**src/rtl/mips_pkg.sv**
```systemverilog
`default_nettype none
// ---------------------------------------------------------------------------
// mips_pkg : shared widths, reset PC default and redirect source encoding
// Rev 1.0
// ---------------------------------------------------------------------------
package mips_pkg;

  localparam int WORD_W = 32;
  localparam logic [WORD_W-1:0] RESET_PC_DEFAULT = 32'h0000_0000;

  typedef enum logic [1:0] {
    REDIR_NONE = 2'd0,
    REDIR_BR   = 2'd1,
    REDIR_J    = 2'd2,
    REDIR_JR   = 2'd3
  } redir_src_e;

  function automatic logic [WORD_W-1:0] branch_target(
    input logic [WORD_W-1:0] pc_plus4,
    input logic [15:0]       offset
  );
    logic [WORD_W-1:0] ext;
    ext = {{(WORD_W-18){offset[15]}}, offset, 2'b00};
    return pc_plus4 + ext;
  endfunction

endpackage
`default_nettype wire

```
**src/rtl/fetch_unit_next_pc_sel.sv**
```systemverilog
`default_nettype none
// ---------------------------------------------------------------------------
// next_pc_sel : redirect target computation and jr > j > branch priority mux
// Rev 1.0
// ---------------------------------------------------------------------------
module next_pc_sel
  import mips_pkg::*;
(
  input  logic              i_id_valid,
  input  logic [WORD_W-1:0] i_id_pc_plus4,
  input  logic              i_br_taken,
  input  logic [15:0]       i_br_offset,
  input  logic              i_jump,
  input  logic [25:0]       i_jump_index,
  input  logic              i_jump_reg,
  input  logic [WORD_W-1:0] i_jr_target,
  output logic              o_redirect_valid,
  output logic [WORD_W-1:0] o_target,
  output logic              o_misaligned
);

  redir_src_e w_src;

  // Redirects only make sense for a real instruction sitting in IF/ID.
  always_comb begin
    w_src = REDIR_NONE;
    if (i_id_valid) begin
      if (i_jump_reg)      w_src = REDIR_JR;
      else if (i_jump)     w_src = REDIR_J;
      else if (i_br_taken) w_src = REDIR_BR;
    end
  end

  always_comb begin
    o_target = '0;
    case (w_src)
      REDIR_JR: o_target = i_jr_target;
      REDIR_J:  o_target = {i_id_pc_plus4[31:28], i_jump_index, 2'b00};
      REDIR_BR: o_target = branch_target(i_id_pc_plus4, i_br_offset);
      default:  o_target = '0;
    endcase
  end

  assign o_redirect_valid = (w_src != REDIR_NONE);
  assign o_misaligned     = o_redirect_valid && (o_target[1:0] != 2'b00);

endmodule
`default_nettype wire

```
**src/rtl/fetch_unit.sv**
```systemverilog
`default_nettype none
// ---------------------------------------------------------------------------
// fetch_unit : PC, IF/ID register, fetch counter and halt/misalign flags
// Rev 1.0
// ---------------------------------------------------------------------------
module fetch_unit
  import mips_pkg::*;
#(
  parameter logic [31:0] RESET_PC   = RESET_PC_DEFAULT,
  parameter int          IMEM_WORDS = 1024
) (
  input  logic        clk,
  input  logic        reset,
  input  logic        stall,
  input  logic        br_taken,
  input  logic [15:0] br_offset,
  input  logic        jump,
  input  logic [25:0] jump_index,
  input  logic        jump_reg,
  input  logic [31:0] jr_target,
  output logic [31:0] imem_addr,
  input  logic [31:0] imem_instr,
  output logic [31:0] pc,
  output logic [31:0] id_instr,
  output logic [31:0] id_pc_plus4,
  output logic        id_valid,
  output logic [31:0] fetch_count,
  output logic        halted,
  output logic        misalign_err
);

  // One extra bit so the byte limit cannot overflow for large memories.
  localparam logic [WORD_W:0] c_FETCH_LIMIT = {1'b0, WORD_W'(IMEM_WORDS)} << 2;

  logic [WORD_W-1:0] r_pc;
  logic [WORD_W-1:0] r_id_instr;
  logic [WORD_W-1:0] r_id_pc_plus4;
  logic              r_id_valid;
  logic [WORD_W-1:0] r_fetch_count;
  logic              r_halted;
  logic              r_misalign_err;

  logic              w_redirect_valid;
  logic [WORD_W-1:0] w_target;
  logic              w_misaligned;
  logic              w_at_limit;
  logic [WORD_W-1:0] w_pc_plus4;

  next_pc_sel u_next_pc_sel (
    .i_id_valid       (r_id_valid),
    .i_id_pc_plus4    (r_id_pc_plus4),
    .i_br_taken       (br_taken),
    .i_br_offset      (br_offset),
    .i_jump           (jump),
    .i_jump_index     (jump_index),
    .i_jump_reg       (jump_reg),
    .i_jr_target      (jr_target),
    .o_redirect_valid (w_redirect_valid),
    .o_target         (w_target),
    .o_misaligned     (w_misaligned)
  );

  assign w_pc_plus4 = r_pc + 32'd4;
  assign w_at_limit = ({1'b0, r_pc} >= c_FETCH_LIMIT);

  always_ff @(posedge clk) begin
    if (reset) begin
      r_pc           <= RESET_PC;
      r_id_instr     <= '0;
      r_id_pc_plus4  <= '0;
      r_id_valid     <= 1'b0;
      r_fetch_count  <= '0;
      r_halted       <= 1'b0;
      r_misalign_err <= 1'b0;
    end else if (r_halted) begin
      r_id_valid <= 1'b0;
    end else if (w_redirect_valid && w_misaligned) begin
      r_misalign_err <= 1'b1;
      r_halted       <= 1'b1;
      r_id_valid     <= 1'b0;
    end else if (w_redirect_valid) begin
      // Redirect overrides stall; the fetched slot becomes a bubble.
      r_pc       <= w_target;
      r_id_valid <= 1'b0;
    end else if (stall) begin
      r_pc <= r_pc;
    end else if (w_at_limit) begin
      r_halted   <= 1'b1;
      r_id_valid <= 1'b0;
    end else begin
      r_id_instr    <= imem_instr;
      r_id_pc_plus4 <= w_pc_plus4;
      r_id_valid    <= 1'b1;
      r_pc          <= w_pc_plus4;
      r_fetch_count <= r_fetch_count + 32'd1;
    end
  end

  assign imem_addr    = r_pc;
  assign pc           = r_pc;
  assign id_instr     = r_id_instr;
  assign id_pc_plus4  = r_id_pc_plus4;
  assign id_valid     = r_id_valid;
  assign fetch_count  = r_fetch_count;
  assign halted       = r_halted;
  assign misalign_err = r_misalign_err;

endmodule
`default_nettype wire

```
**config.mk**
```make
export PLATFORM = sky130hd
export DESIGN_NAME = fetch_unit
export DESIGN_NICKNAME = d
export VERILOG_FILES = /design/src/rtl/mips_pkg.sv /design/src/rtl/fetch_unit_next_pc_sel.sv /design/src/rtl/fetch_unit.sv
export SDC_FILE = /design/constraint.sdc
export NUM_CORES = 1
export LEC_CHECK = 0
export CORE_MARGIN = 8
export CORE_UTILIZATION = 45
export CTS_CLUSTER_SIZE = 20
export DETAILED_ROUTE_END_ITERATION = 8
export PLACE_DENSITY_LB_ADDON = 0.1
export SKIP_CTS_REPAIR_TIMING = 1
export SKIP_LAST_GASP = 1
export SYNTH_ARGS = -nofsm -noshare
export SYNTH_HDL_FRONTEND = slang
export SYNTH_SLANG_ARGS = --single-unit
```
**constraint.sdc**
```tcl
create_clock -name clk -period 4.15 [get_ports clk]
set_clock_uncertainty 0.1 [all_clocks]
set_input_delay 1.245 -clock clk [delete_from_list [all_inputs] [get_ports clk]]
set_output_delay 1.245 -clock clk [all_outputs]
set_load 0.01 [all_outputs]
```
## Yosys cells after proc, flatten, opt, wreduce, memory -nomap -nowiden

Index checks and enable logic that the tools add are counted.

- Input bits: 112
- Register bits after elaboration: 131
- Logic and storage cells: 43
- Output and inout port bits: 163

- Mux-type cells: 14
- Bitwise operators: 5
- Equality and inequality tests: 5
- Add/subtract/negate cells: 3
- Reductions and logical operators: 8
- Magnitude comparators: 1

Operators with widths:

| cell | count |
|---|---|
| 32-bit two-way mux | 3 |
| 32-bit case mux with 3 select lines | 1 |
| 32-bit by 1-bit adder with 32-bit output, second input constant | 1 |
| 32-bit by 3-bit adder with 32-bit output, second input constant | 1 |
| 32-bit adder | 1 |
| 32-bit by 13-bit greater-or-equal comparator with 1-bit output, second input constant | 1 |
| 1-bit two-way mux | 7 |
| 2-bit two-way mux | 3 |
| 1-bit NOT | 5 |
| 5-bit AND reduction | 1 |
| 2-bit equality test, second input constant | 2 |
| 2-bit by 1-bit != test with 1-bit output, second input constant | 2 |
| 4-bit AND reduction | 1 |
| 2-bit nonzero test | 2 |
| 4-bit OR reduction | 1 |
| 2-bit by 1-bit equality test with 1-bit output, second input constant | 1 |
| 1-bit logical AND | 2 |
| 2-bit AND reduction | 1 |

## Longest topological paths before layout

- Word-level depth: 11
- Depth in mapped cells: 12
- Mapped depth without buffers: 12

## Cells and area by module

A second synthesis with hierarchy kept.

- Cells, all modules: 971
- Area, all modules: 7,682.4 um2

By module, submodules not included:

| module | sequential area each (um2) | cells each | area each (um2) | times used |
|---|---|---|---|---|
| fetch_unit | 2,622.5 | 691 | 5,654.2 | 1 |
| next_pc_sel | 0.0 | 280 | 2,028.2 | 1 |

## Least setup slack after synthesis

Ideal clock, no wire load.

- Path kind: in2reg
- From: in br_offset[0]
- To: reg r_pc[30], in the netlist imem_addr[30]
- Slack: 0.483 ns
- Required time: 3.949 ns
- Path buffers: 0
- Setup time: 0.101 ns
- Stages: 12
- Arrival time: 3.466 ns
- Path through: ha_1 > inv_1 > fa_1 > nor2b_1 > o21ai_0 > a21oi_1 > o21ai_0 > a211oi_1 > o21ai_1 > o21ai_0 > mux2_2 > o41ai_1

- Longest elaborated chain between the ends: 3

Ends and longest elaborated chain:

| element | RTL line | RTL |
|---|---|---|
| start: declaration | fetch_unit.sv:16 | `input logic [15:0] br_offset,` |
| 32-bit adder | mips_pkg.sv:24 | `return pc_plus4 + ext;` |
| 32-bit case mux with 3 select lines | fetch_unit_next_pc_sel.sv:36 | `case (w_src)` |
| 32-bit two-way mux | fetch_unit.sv:81 | `end else if (w_redirect_valid) begin` |
| end signal: assignment | fetch_unit.sv:83 | `r_pc <= w_target;` |
| end signal: assignment | fetch_unit.sv:86 | `r_pc <= r_pc;` |
| end signal: assignment | fetch_unit.sv:94 | `r_pc <= w_pc_plus4;` |
| end: declaration | fetch_unit.sv:35 | `logic [WORD_W-1:0] r_pc;` |

No other way between the ends.
A chain may end at the register's enable or synchronous reset.

## Final worst setup path

- From: in br_offset[0]
- To: reg r_pc[22], in the netlist imem_addr[22]

Same word-level chain as after synthesis.

==> impl_results.rst <==
.. list-table::
   :header-rows: 1

   * - Metric
     - Value
   * - Data required time at the worst endpoint
     - 4330 ps
   * - Origin of the critical flop-to-flop path
     - id_pc_plus4[2]
   * - Cell types with the highest counts after synthesis
     - 131 x sky130_fd_sc_hd__dfxtp_1, 117 x sky130_fd_sc_hd__nand2_1, 84 x sky130_fd_sc_hd__nor2_1
   * - Clock slew seen by the registers of the worst setup and hold paths
     - 60 ps
   * - Most frequent cell after synthesis
     - sky130_fd_sc_hd__dfxtp_1
   * - Grt ovf
     - 0
   * - Number of remaining DRC errors
     - 0
   * - Synthesis Warnings
     - 0
   * - Number of DRC markers in iteration 0
     - 489
   * - Cell type contributing the most total cell area after synthesis
     - sky130_fd_sc_hd__dfxtp_1
   * - Standard cell with the maximum stage delay on the critical path
     - sky130_fd_sc_hd__clkdlybuf4s50_1
   * - Final hold violation count
     - 0
   * - Total of max-cap violations
     - 0
   * - Type of element launching the critical path
     - input pin
   * - Leakage power summed over all cells
     - 4.07 nW
   * - Total iterations of the first detailed-routing run
     - 7
   * - Post-detailed-route wirelength per cell
     - 18.0 um
   * - Ratio of cells with drive above 1 in the final layout
     - 8.25%
   * - WP buf/inv
     - 3
   * - Share of the clock period used by the worst path
     - 95.4%
   * - Fraction of synthesized cell area in xor and xnor cells
     - 7.09%
   * - Min-Delay Startpoint
     - id_instr[30]
   * - Compound-cell area share of the yosys netlist
     - 21.1%
   * - Post-synthesis share of cell area spent on and, or, nand and nor gates
     - 22.6%
   * - Vias per inst
     - 5.38
   * - Endpoint of the lowest-slack register-to-register path
     - imem_addr[22]
   * - Number of I/O pins
     - 275
   * - Post-Route WL
     - 24.6 mm
   * - Worst path max stage delay
     - 460 ps
   * - Setup slack after placement
     - -307 ps
   * - # setup viols final
     - 0
   * - Pin count of the biggest net entering global routing
     - 58
   * - Placeable core area
     - 15,700 um^2
   * - Run status
     - finished, final reports clean
   * - ANT cells
     - 0
   * - Synthesized net count
     - 1,019
   * - Syn-to-layout area delta
     - 49.7%
   * - Chip Width
     - 142 um
   * - Worst path cell trace
     - clkdlybuf4s50_1, ha_1, inv_1, fa_1, nor2b_1, o21ai_0, a21oi_1, o21ai_1, buf_4, a2111o_1, and2_1, a31o_2, a22oi_1, nor2_1
   * - Rel. slew slack
     - 48.9%
   * - Met2 layer usage reported by global route
     - 39.5%
   * - Number of enable-type register cells in the synthesized netlist
     - 0
   * - Unique cell type count in the Yosys netlist
     - 66
   * - GR met1 Demand/Resource
     - 29.4%
   * - Synthesized flop and latch total
     - 131
   * - Power density over the cells
     - 506 nW/um^2
   * - Vias in the first global route
     - 7,368
   * - Maximum level of the CTS H-tree
     - 4
   * - Initial Utilization
     - 45.6%
   * - GRT met3 Usage
     - 6.94%
   * - Final antenna-violating net count
     - 0
   * - Gate Count Post-Synth
     - 874
   * - Type of the setup path with the least slack
     - input pin to flip-flop
   * - Main combinational cell family by area after synthesis
     - simple AND/OR/NAND/NOR gates
   * - Total via count in the routed design
     - 7,357
   * - Number of cell rows
     - 46
   * - Final weighted congestion of routability-driven global placement
     - 0.906
   * - Number of clock sinks
     - 131
   * - Initial antenna violation count
     - 0
   * - CTS tree
     - built
   * - Most crowded layer after global routing
     - met2
   * - Slack of the worst reg-to-reg path
     - 1080 ps
   * - Die ar.
     - 20,200 um^2
   * - CP delay by family, top
     - compound AO/OA/AOI/OAI gates
   * - Mapped Area
     - 7170 um^2
   * - Net count reported at finish
     - 1,284
   * - Slew @ Worst Pin
     - 767 ps
   * - Filler cell count
     - 1,361
   * - End-of-flow core utilization
     - 68.3%
   * - Hold Path Stages
     - 2
   * - Maximum count of clock buffers along a single path
     - 2
   * - Global-route wire length before repair
     - 38.7 mm
   * - Worst EP arrival
     - 4140 ps
   * - Achievable frequency
     - 253 MHz
   * - Type of element capturing the critical path
     - flip-flop
   * - Detail Placement HPWL
     - 18.6 mm
   * - Fin. max-slew vios
     - 0
   * - Top-area cell type share of the netlist area
     - 36.6%
   * - Maximum fanout along the worst path
     - 3
   * - Number of input and output port buffers inserted
     - 274
   * - Worst ir drop on vdd
     - 307 uV
   * - Type of the tightest min-delay check
     - flip-flop to flip-flop
   * - Total Routing Usage GR
     - 23.9%
   * - Largest cells by area after synthesis
     - sky130_fd_sc_hd__dfxtp_1 37%, sky130_fd_sc_hd__nand2_1 6.1%, sky130_fd_sc_hd__a21oi_1 5.6%, sky130_fd_sc_hd__ha_1 5.6%, sky130_fd_sc_hd__xor2_1 4.5%
   * - Worst setup slack after layout
     - 192 ps
   * - Later-pin clock latency in the skew report
     - 420 ps
   * - Post-synth top flop
     - sky130_fd_sc_hd__dfxtp_1
   * - Synthesized area divided by synthesized cell count
     - 8.20 um^2
   * - Number of buffers created by CTS
     - 17
   * - Library cell used as clock root buffer
     - sky130_fd_sc_hd__clkbuf_16
   * - Share of synthesized area spent on multiplexers
     - 0.297%
   * - Worst r2r path cells
     - 13
   * - Setup repair after global routing missed its margin
     - false
   * - Arithmetic-cell share of the synthesized area counting full adders, half adders and majority gates
     - 5.86%
   * - Hold EP
     - id_instr[30]
   * - Share of synthesized area occupied by flip-flops and latches
     - 36.6%
   * - Min cycle time layout
     - 3960 ps
   * - Die height
     - 142 um
   * - Async SR Flop Fraction
     - 0%
layout by cell type, fill, tap and decap left out, types with 12 or more instances in the layout:
cell type and instances:
sky130_fd_sc_hd__a211oi_1 22, sky130_fd_sc_hd__a21oi_1 80, sky130_fd_sc_hd__a221oi_1 12, sky130_fd_sc_hd__a22oi_1 12, sky130_fd_sc_hd__and2_1 23, sky130_fd_sc_hd__buf_4 50, sky130_fd_sc_hd__clkbuf_16 17, sky130_fd_sc_hd__clkdlybuf4s50_1 273
sky130_fd_sc_hd__dfxtp_1 131, sky130_fd_sc_hd__ha_1 32, sky130_fd_sc_hd__inv_1 12, sky130_fd_sc_hd__nand2_1 117, sky130_fd_sc_hd__nand3_1 24, sky130_fd_sc_hd__nand4_1 14, sky130_fd_sc_hd__nor2_1 84, sky130_fd_sc_hd__o21ai_0 35
sky130_fd_sc_hd__xnor2_1 21, sky130_fd_sc_hd__xor2_1 37
cells by family (layout without fill, tap and decap cells):
kind of cell / after synthesis / in the layout
XOR/XNOR: 58 / 58
buffers and inverters: 89 / 367
flip-flops: 131 / 131
adder cells (fa/ha/maj): 33 / 33
AO/OA/AOI/OAI: 229 / 229
multiplexers: 2 / 2
AND/OR/NAND/NOR: 332 / 332
metal layers:
layer  vias up  routed length, um
met4         0                412
met2       277              11500
met5         -                  0
met1      3410              10600
met3        31               2140
li1       3639                  -
where the power goes:
group          internal [mW]  leakage [nW]  switching, mW
clock network          0.843         0.271          0.625
logic                   1.11          2.74           1.15
registers               1.47          1.06          0.239
total                   3.42          4.07           2.01
per-stage QoR:
step / hold WS, ps / TNS, ps / cells / power (mW) / instance area [um^2]
6_report: 352 / 0 / 1368 / 5.43 / 10700
5_1_grt: 368 / 0 / 1368 / 5.75 / 10700
4_1_cts: 354 / 0 / 1368 / 5.47 / 10700
3_5_place_dp: 346 / -1200 / 1336 / 3.99 / 10200
3_3_place_gp: 341 / -964 / 1336 / 3.96 / 10200
2_1_floorplan: 354 / 0 / 874 / 2.97 / 7170
state kept, by name, summed over array words and instances, names as in the netlist:
name          count
fetch_count      32
id_instr         32
halted            1
misalign_err      1
id_valid          1
imem_addr        32
id_pc_plus4      32
final cells by class:
class	instances	area, um^2	area share, %
clock buffer	18	429	4.00
sequential	131	2620	24.4
multi-input combinational	654	4110	38.3
clock inverter	14	143	1.33
tap	216	270	2.52
inverter	12	45.0	0.420
timing repair buffer	323	3110	29.0
how the worst max path moves through the flow:
stage | start | end | slack [ps] | depth (start not counted)
2_1_floorplan | br_offset[0] | imem_addr[30] | 480 | 12
3_5_place_dp | br_offset[0] | imem_addr[30] | -310 | 13
5_1_grt | br_offset[0] | imem_addr[22] | 20 | 14
4_1_cts | br_offset[0] | imem_addr[30] | 90 | 13
6_report | br_offset[0] | imem_addr[22] | 190 | 14
3_3_place_gp | br_offset[0] | imem_addr[22] | -270 | 14
tightest hold or removal path, stage by stage, from the launching register on:
cell and delay (ps):
sky130_fd_sc_hd__dfxtp_1 300, sky130_fd_sc_hd__nand2_1 50, sky130_fd_sc_hd__a21oi_1 50
Note: power is estimated with default switching activity, not from simulation.
